**src/rtl/mem_port_arbiter_pkg.sv**
```systemverilog
// Shared constants for the IF/LS memory port arbiter: exception codes and FSM state encodings.
package mem_port_arbiter_pkg;

  localparam int EXCEPTION_LEN = 4;
  typedef logic [EXCEPTION_LEN-1:0] exc_t;

  localparam exc_t EXC_NONE            = 4'h0;
  localparam exc_t EXC_FETCH_FAULT     = 4'h1;
  localparam exc_t EXC_LOAD_MISALIGNED = 4'h4;
  localparam exc_t EXC_LOAD_FAULT      = 4'h5;
  localparam exc_t EXC_STORE_FAULT     = 4'h7;

  localparam logic [2:0] ARB_IDLE    = 3'd0;
  localparam logic [2:0] ARB_BUSY_IF = 3'd1;
  localparam logic [2:0] ARB_BUSY_LS = 3'd2;
  localparam logic [2:0] ARB_DRAIN   = 3'd3;
  localparam logic [2:0] ARB_RESP    = 3'd4;

  function automatic logic arb_is_busy(input logic [2:0] state);
    return (state == ARB_BUSY_IF) || (state == ARB_BUSY_LS) || (state == ARB_DRAIN);
  endfunction

endpackage

```
**src/rtl/arb_priority_sel.sv**
```systemverilog
// Grant decision for the memory port arbiter. ARB_STARVE_GUARD_EN adds a counter that
// forces an IF grant after STARVE_MAX consecutive LS grants made while IF was waiting.
module arb_priority_sel
  import mem_port_arbiter_pkg::*;
#(
  parameter int STARVE_MAX = 4
) (
  input  logic clk,
  input  logic rst,
  input  logic arb_en,
  input  logic ls_req,
  input  logic if_req,
  input  logic if_cancel,
  output logic grant_ls,
  output logic grant_if
);

  logic if_eligible;
  assign if_eligible = if_req && !if_cancel;

`ifdef ARB_STARVE_GUARD_EN
  logic [2:0] starve_cnt_q, starve_cnt_d;
  logic       if_wins;

  assign if_wins  = if_eligible && (starve_cnt_q == 3'(STARVE_MAX));
  assign grant_if = arb_en && if_eligible && (if_wins || !ls_req);
  assign grant_ls = arb_en && ls_req && !if_wins;

  // Saturates so a cancelled fetch at the limit cannot wrap the count.
  always_comb begin
    starve_cnt_d = starve_cnt_q;
    if (grant_if) begin
      starve_cnt_d = 3'd0;
    end else if (grant_ls && if_req && (starve_cnt_q != 3'(STARVE_MAX))) begin
      starve_cnt_d = starve_cnt_q + 3'd1;
    end
  end

  always_ff @(posedge clk) begin
    if (rst) begin
      starve_cnt_q <= 3'd0;
    end else begin
      starve_cnt_q <= starve_cnt_d;
    end
  end
`else
  localparam int unused_starve_max = STARVE_MAX;
  logic unused_clk_rst;
  assign unused_clk_rst = clk ^ rst;

  assign grant_ls = arb_en && ls_req;
  assign grant_if = arb_en && if_eligible && !ls_req;
`endif

endmodule

```
**src/rtl/mem_port_arbiter.sv**
```systemverilog
// Shares one memory port between instruction fetch and load/store, LS priority by default.
// Optional IF anti-starvation guard is enabled by defining ARB_STARVE_GUARD_EN.
module mem_port_arbiter
  import mem_port_arbiter_pkg::*;
#(
  parameter int ADDR_W     = 32,
  parameter int DATA_W     = 32,
  parameter int STARVE_MAX = 4
) (
  input  logic                     clk,
  input  logic                     rst,
  input  logic                     if_req_In,
  input  logic [ADDR_W-1:0]        if_addr_In,
  input  logic                     if_cancel_In,
  output logic [DATA_W-1:0]        if_rdata_Out,
  output logic                     if_valid_Out,
  output logic [EXCEPTION_LEN-1:0] if_exc_Out,
  input  logic                     ls_req_In,
  input  logic [ADDR_W-1:0]        ls_addr_In,
  input  logic                     ls_we_In,
  input  logic [DATA_W-1:0]        ls_wdata_In,
  input  logic [3:0]               ls_wstrb_In,
  output logic [DATA_W-1:0]        ls_rdata_Out,
  output logic                     ls_valid_Out,
  output logic [EXCEPTION_LEN-1:0] ls_exc_Out,
  output logic                     mem_req_Out,
  output logic [ADDR_W-1:0]        mem_addr_Out,
  output logic                     mem_we_Out,
  output logic [DATA_W-1:0]        mem_wdata_Out,
  output logic [3:0]               mem_wstrb_Out,
  input  logic [DATA_W-1:0]        mem_rdata_In,
  input  logic                     mem_valid_In,
  input  logic [EXCEPTION_LEN-1:0] mem_exc_In
);

  logic [2:0]        state_q, state_d;
  logic              mem_req_q, mem_req_d;
  logic [ADDR_W-1:0] mem_addr_q, mem_addr_d;
  logic              mem_we_q, mem_we_d;
  logic [DATA_W-1:0] mem_wdata_q, mem_wdata_d;
  logic [3:0]        mem_wstrb_q, mem_wstrb_d;
  logic [DATA_W-1:0] if_rdata_q, if_rdata_d;
  logic              if_valid_q, if_valid_d;
  exc_t              if_exc_q, if_exc_d;
  logic [DATA_W-1:0] ls_rdata_q, ls_rdata_d;
  logic              ls_valid_q, ls_valid_d;
  exc_t              ls_exc_q, ls_exc_d;

  logic grant_ls, grant_if;

  arb_priority_sel #(
    .STARVE_MAX (STARVE_MAX)
  ) u_sel (
    .clk       (clk),
    .rst       (rst),
    .arb_en    (state_q == ARB_IDLE),
    .ls_req    (ls_req_In),
    .if_req    (if_req_In),
    .if_cancel (if_cancel_In),
    .grant_ls  (grant_ls),
    .grant_if  (grant_if)
  );

  always_comb begin
    state_d     = state_q;
    mem_req_d   = mem_req_q;
    mem_addr_d  = mem_addr_q;
    mem_we_d    = mem_we_q;
    mem_wdata_d = mem_wdata_q;
    mem_wstrb_d = mem_wstrb_q;
    if_rdata_d  = if_rdata_q;
    if_valid_d  = 1'b0;
    if_exc_d    = if_exc_q;
    ls_rdata_d  = ls_rdata_q;
    ls_valid_d  = 1'b0;
    ls_exc_d    = ls_exc_q;

    case (state_q)
      ARB_IDLE: begin
        if (grant_ls) begin
          state_d     = ARB_BUSY_LS;
          mem_req_d   = 1'b1;
          mem_addr_d  = ls_addr_In;
          mem_we_d    = ls_we_In;
          mem_wdata_d = ls_wdata_In;
          mem_wstrb_d = ls_wstrb_In;
        end else if (grant_if) begin
          state_d     = ARB_BUSY_IF;
          mem_req_d   = 1'b1;
          mem_addr_d  = if_addr_In;
          mem_we_d    = 1'b0;
          mem_wdata_d = '0;
          mem_wstrb_d = 4'h0;
        end
      end
      ARB_BUSY_IF: begin
        if (mem_valid_In) begin
          mem_req_d = 1'b0;
          // A flush landing with the response drops it and skips the response cycle.
          if (if_cancel_In) begin
            state_d = ARB_IDLE;
          end else begin
            state_d    = ARB_RESP;
            if_rdata_d = mem_rdata_In;
            if_exc_d   = mem_exc_In;
            if_valid_d = 1'b1;
          end
        end else if (if_cancel_In) begin
          state_d = ARB_DRAIN;
        end
      end
      ARB_BUSY_LS: begin
        if (mem_valid_In) begin
          mem_req_d  = 1'b0;
          state_d    = ARB_RESP;
          ls_rdata_d = mem_rdata_In;
          ls_exc_d   = mem_exc_In;
          ls_valid_d = 1'b1;
        end
      end
      ARB_DRAIN: begin
        // The memory still owes a response for the flushed fetch; swallow it.
        if (mem_valid_In) begin
          mem_req_d = 1'b0;
          state_d   = ARB_IDLE;
        end
      end
      ARB_RESP: begin
        state_d = ARB_IDLE;
      end
      default: begin
        state_d   = ARB_IDLE;
        mem_req_d = 1'b0;
      end
    endcase
  end

  always_ff @(posedge clk) begin
    if (rst) begin
      state_q     <= ARB_IDLE;
      mem_req_q   <= 1'b0;
      mem_addr_q  <= '0;
      mem_we_q    <= 1'b0;
      mem_wdata_q <= '0;
      mem_wstrb_q <= 4'h0;
      if_rdata_q  <= '0;
      if_valid_q  <= 1'b0;
      if_exc_q    <= EXC_NONE;
      ls_rdata_q  <= '0;
      ls_valid_q  <= 1'b0;
      ls_exc_q    <= EXC_NONE;
    end else begin
      state_q     <= state_d;
      mem_req_q   <= mem_req_d;
      mem_addr_q  <= mem_addr_d;
      mem_we_q    <= mem_we_d;
      mem_wdata_q <= mem_wdata_d;
      mem_wstrb_q <= mem_wstrb_d;
      if_rdata_q  <= if_rdata_d;
      if_valid_q  <= if_valid_d;
      if_exc_q    <= if_exc_d;
      ls_rdata_q  <= ls_rdata_d;
      ls_valid_q  <= ls_valid_d;
      ls_exc_q    <= ls_exc_d;
    end
  end

  assign mem_req_Out   = mem_req_q;
  assign mem_addr_Out  = mem_addr_q;
  assign mem_we_Out    = mem_we_q;
  assign mem_wdata_Out = mem_wdata_q;
  assign mem_wstrb_Out = mem_wstrb_q;
  assign if_rdata_Out  = if_rdata_q;
  assign if_valid_Out  = if_valid_q;
  assign if_exc_Out    = if_exc_q;
  assign ls_rdata_Out  = ls_rdata_q;
  assign ls_valid_Out  = ls_valid_q;
  assign ls_exc_Out    = ls_exc_q;

endmodule

```
**config.mk**
```make
export PLATFORM = sky130hd
export DESIGN_NAME = mem_port_arbiter
export DESIGN_NICKNAME = d
export VERILOG_FILES = /design/src/rtl/mem_port_arbiter_pkg.sv /design/src/rtl/arb_priority_sel.sv /design/src/rtl/mem_port_arbiter.sv
export SDC_FILE = /design/constraint.sdc
export NUM_CORES = 1
export LEC_CHECK = 0
export ABC_CLOCK_PERIOD_IN_PS = 4500
export CORE_UTILIZATION = 42
export DETAILED_ROUTE_END_ITERATION = 8
export HOLD_SLACK_MARGIN = 0.02
export PLACE_DENSITY = 0.95
export SLEW_MARGIN = 20
export SYNTH_ARGS = -nofsm -noshare
export SYNTH_HDL_FRONTEND = slang
export SYNTH_SLANG_ARGS = --single-unit
```
**constraint.sdc**
```tcl
create_clock -name clk -period 4.5 [get_ports clk]
set_input_delay 1.35 -clock clk [delete_from_list [all_inputs] [get_ports clk]]
set_output_delay 1.35 -clock clk [all_outputs]
set_load 0.02 [all_outputs]
```
Word level (Yosys, flattened, before mapping). Cells that the tools add are included.

Register bits after elaboration: 147. Bits of input ports: 143. Logic and storage cells: 64.

Equality and inequality tests: 9. Muxes and demuxes: 22. Bitwise logic cells: 5. Reduce and logical (&&, ||, !) cells: 16.

Operator list (number): 32-bit two-way mux (4); 3-bit two-way mux (7); 3-bit case mux with 4 select lines (1); 4-bit two-way mux (2); 1-bit two-way mux (7); 3-bit by 2-bit == test with 1-bit output (second input constant) (2); 3-bit != test (second input constant) (2); 3-bit AND reduction (2); 3-bit OR reduction (2); 1-bit NOT (5); 1-bit logical AND (4); 2-bit != test (second input constant) (2); 2-bit AND reduction (2); 4-bit AND reduction (1); 3-bit by 1-bit == test with 1-bit output (second input constant) (1); 3-bit == test (second input constant) (1); 3-bit zero test (1); 1-bit case mux with 3 select lines (1); 1-bit zero test (2); 2-bit by 1-bit != test with 1-bit output (second input constant) (1); 2-bit nonzero test (1); 2-bit OR reduction (1).

Longest topological paths before layout.
Depth in word-level cells: 7. Mapped depth: 7.

Cells and area by module. A second synthesis with hierarchy kept.

Cell total of the unflattened synthesis: 617. Area total of the unflattened synthesis: 5577.8 sq um.

By module, submodules not included: mem_port_arbiter (times used 1, cells an instance 615, area an instance 5557.8 sq um); arb_priority_sel (times used 1, cells an instance 2, area an instance 20.0 sq um).

Least setup slack after synthesis. OpenSTA, ideal clock, no wires.

Kind: input-to-reg. Start: input port ls_req_In. End: register mem_addr_q[29] (netlist: mem_addr_Out[29]). Data arrival time: 2.272 ns. Required time: 4.368 ns. Setup slack: 2.096 ns. Stages: 5. Cell sequence: buf_2 -> clkbuf_1 -> nor3_1 -> a22oi_1 -> a21oi_1.

Cells in the longest elaborated chain, start to end: 4.

Ends and longest elaborated chain: start: declaration (RTL line mem_port_arbiter.sv:18) `input logic ls_req_In,`; 1-bit zero test (RTL line arb_priority_sel.sv:52) `assign grant_if = arb_en && if_eligible && !ls_req;`; 1-bit logical AND (RTL line arb_priority_sel.sv:52); 2-bit nonzero test (no line); 2-bit AND reduction (no line); end signal: assignment (RTL line mem_port_arbiter.sv:155) `mem_addr_q <= mem_addr_d;`; end: declaration (RTL line mem_port_arbiter.sv:38) `logic [ADDR_W-1:0] mem_addr_q, mem_addr_d;`.

Parallel ways exist; a longest one is shown, timed or not. A chain may end at the register's enable or synchronous reset.

Worst setup path after layout.
Start: input port if_cancel_In. End: register mem_addr_q[23] (netlist: mem_addr_Out[23]).

Cells in the longest elaborated chain, start to end: 6.

Ends and longest elaborated chain: start: declaration (RTL line mem_port_arbiter.sv:14) `input logic if_cancel_In,`; 1-bit zero test (RTL line arb_priority_sel.sv:19) `assign if_eligible = if_req && !if_cancel;`; 1-bit logical AND (RTL line arb_priority_sel.sv:19); 1-bit logical AND (2 in a row) (RTL line arb_priority_sel.sv:52); 2-bit nonzero test (no line); 2-bit AND reduction (no line).

No other way between the ends.

==> flow_summary.json <==
{
  "status": "finished clean",
  "cts_root_buf": "clkbuf_16",
  "hold_start": "if_exc_Out[0]",
  "p_leak_nw": 3.31,
  "synth_common_cells": "147 x dfxtp_1, 147 x nand2_1, 75 x a21oi_1",
  "critPathTopFamily": "buffers and inverters",
  "fin_crit_ns": 2.86,
  "setup_viol": 0,
  "yosysUniqueCellTypes": 34,
  "area_growth_pct": 66.8,
  "hold_viol_final": 0,
  "slew_headroom_pct": 37.0,
  "internal_power_mw": 3.15,
  "p_seq_share_pct": 35.4,
  "cts_buffer_depth": 2,
  "die_h_um": 116,
  "grt_pass1_vias": 5263,
  "ys_warn_count": 0,
  "synth_top_area_share_pct": 54.3,
  "worst_clock_skew_ns": 0.00459,
  "synthAdderAreaFrac_pct": 0,
  "p_per_area_nw_per_um2": 500,
  "cts_buffers": 17,
  "ys.flop_type": "dfxtp_1",
  "critPathArrivalTime_ns": 3.18,
  "final_nets": 1028,
  "path_class": "in2reg",
  "crit_path_max_incr_delay_ns": 0.56,
  "insertedDiodeCount": 0,
  "critPathBufInv": 2,
  "fin_crit_sh_pct": 63.5,
  "ctsHtreeMaxLevel": 4,
  "async_flop_share_pct": 0,
  "wl_per_cell_um": 16.0,
  "num_rows": 41,
  "drv_slew": 0,
  "critPathRequiredTime_ns": 4.82,
  "switching_share_pct": 30.2,
  "cts.sinks": 147,
  "grt-ovfl-total": 0,
  "die_area_um2": 13400,
  "worstReg2RegEnd": "if_rdata_Out[31]",
  "initial_core_util_pct": 42.9,
  "rsz0062_at_grt": "no",
  "insertion_delay_ns": 0.41,
  "drt_iter0_drc": 442,
  "track_usage_pct": 25.1,
  "irDropWorstVdd_v": 0.000307,
  "synth-edff-count": 0,
  "antenna_found_initial": 0,
  "syn_avg_cell_area_um2": 8.75,
  "worstHoldEndpoint": "if_exc_Out[0]",
  "grt_max_degree": 93,
  "r2r_cells": 5,
  "drive_above_1_share_pct": 5.80,
  "grt_pass1_wl_um": 25700,
  "dr.pass1.iters": 4,
  "synth_xor_area_share_pct": 0,
  "synthCells": 619,
  "hp-class": "reg2reg",
  "ctsHoldBuffers": 0,
  "cts_tree": "done",
  "critPathMaxFanout": 59,
  "port_buffers": 286,
  "clk_pin_slew_ns": 0.06,
  "synth_area_leaders": "dfxtp_1 54%, nand2_1 10%, a21oi_1 6.9%",
  "die_w_um": 116,
  "synth_top_family_by_area": "simple AND/OR/NAND/NOR gates",
  "start_kind": "input pin",
  "synth-simple-area-share_pct": 18.0,
  "gp_congestion": 0.786,
  "yosys.area.top_type": "dfxtp_1",
  "synth-compound-area-share_pct": 17.6,
  "switching_power_mw": 1.36,
  "post_cts_buffers": 0,
  "fmax_mhz": 350,
  "cp-end-kind": "flop",
  "post_cts_resized": 0,
  "comb_power_share_pct": 29.5,
  "synth_area_um2": 5420,
  "ys_ff_latch": 147,
  "finalSetupTns_ns": 0,
  "finalInstanceArea_um2": 9030,
  "synth_fp_nets": 762,
  "r2r-start": "state_q[2]",
  "ys_seq_area_share_pct": 54.3,
  "place_area_um2": 8360,
  "drt_wl_total_um": 17100,
  "num_vias": 5505,
  "maxCapViolCount": 0,
  "clkPwrFrac_pct": 35.1,
  "synth_mux_area_share_pct": 5.57,
  "path_cells": "clkdlybuf4s50_1 -> nand2b_1 -> a21oi_4 -> buf_4 -> nor2_1 -> a211oi_1",
  "remaining_drc_errors": 0,
  "reg2reg_slack_ns": 2.47,
  "drtAntennaViolNets": 0,
  "io_pins": 287,
  "crit_slowest_cell": "clkdlybuf4s50_1",
  "hpwl_um": 12100,
  "worst_slew_pin_slew_ns": 0.945,
  "hold_depth": 2,
  "coreArea_um2": 12600,
  "drt-vias-per-instance": 5.15
}
-- state kept, by name, indices dropped and copies added (netlist names) --
signal         flops
ls_rdata_Out      32
mem_wstrb_Out      4
if_rdata_Out      32
mem_req_Out        1
mem_wdata_Out     32
state_q            3
if_valid_Out       1
ls_exc_Out         4
mem_addr_Out      32
mem_we_Out         1
ls_valid_Out       1
if_exc_Out         4
-- power groups by stage --
stage | Sequential (mW) | Clock, mW | Combinational [mW]
3_3_place_gp | 1.61 | 0 | 1.30
4_1_cts | 1.60 | 1.60 | 1.34
5_1_grt | 1.62 | 1.66 | 1.43
3_5_place_dp | 1.62 | 0 | 1.33
2_1_floorplan | 1.83 | 0 | 0.513
6_report | 1.60 | 1.58 | 1.33
-- tightest hold or removal path, cell delays in order (launching register included) --
cell and delay, ns:
dfxtp_1 0.31, nand2_1 0.05, a21oi_1 0.05
-- metrics by stage --
stage	util (%)	hold WS (ns)	std cells	total power, mW	setup slack (ns)
3_3_place_gp	66.3	0.439	1038	2.91	1.12
2_1_floorplan	-	0.490	619	2.34	2.10
4_1_cts	71.6	0.454	1069	4.54	1.65
5_1_grt	71.6	0.477	1069	4.71	1.50
3_5_place_dp	66.3	0.446	1038	2.95	1.22
6_report	71.6	0.452	1069	4.52	1.64
-- placed cells by master, fill, tap and decap left out, types with 2 or more instances in the layout --
cell,n
a22oi_1,39
bufinv_16,5
a21oi_1,75
nand2b_1,2
clkbuf_16,17
mux2i_1,29
nor3_1,2
buf_4,11
clkdlybuf4s50_1,284
a211oi_1,29
nand2_1,147
inv_1,2
nor3_4,3
dfxtp_1,147
nor2b_1,3
nor2_1,73
clkbuf_8,5
-- metal layers --
metal | GRT usage, % | part of all wire (%)
met1 | 25.3 | 37
met2 | 46.5 | 52
met3 | 8.32 | 8.3
met4 | 12.3 | 2.5
met5 | 0 | 0
-- area by class of cell --
cell class | instances | area, µm²
inverter | 2 | 7.51
tap | 172 | 215
timing repair buffer | 297 | 2950
multi-input combinational | 420 | 2250
clock inverter | 8 | 171
clock buffer | 23 | 498
sequential | 147 | 2940
fill | 875 | 3590
-- worst max-delay path by stage --
stage            startpoint               end  slack [ns]  cells past startpoint
3_3_place_gp   mem_valid_In   ls_rdata_Out[1]        1.12                      6
6_report       if_cancel_In  mem_addr_Out[23]        1.64                      6
3_5_place_dp   if_cancel_In   mem_addr_Out[3]        1.22                      6
5_1_grt        if_cancel_In   mem_addr_Out[3]        1.50                      6
2_1_floorplan     ls_req_In  mem_addr_Out[29]        2.10                      5
4_1_cts        if_cancel_In  if_rdata_Out[31]        1.65                      5
-- cell families (layout without fill, tap and decap cells) --
kind of cell / count (synthesis) / count (layout)
buf+inv: 52 / 330
simple gates: 239 / 239
flops: 147 / 147
mux: 30 / 30
compound gates: 151 / 151
Note: power is estimated with default switching activity, not from simulation.
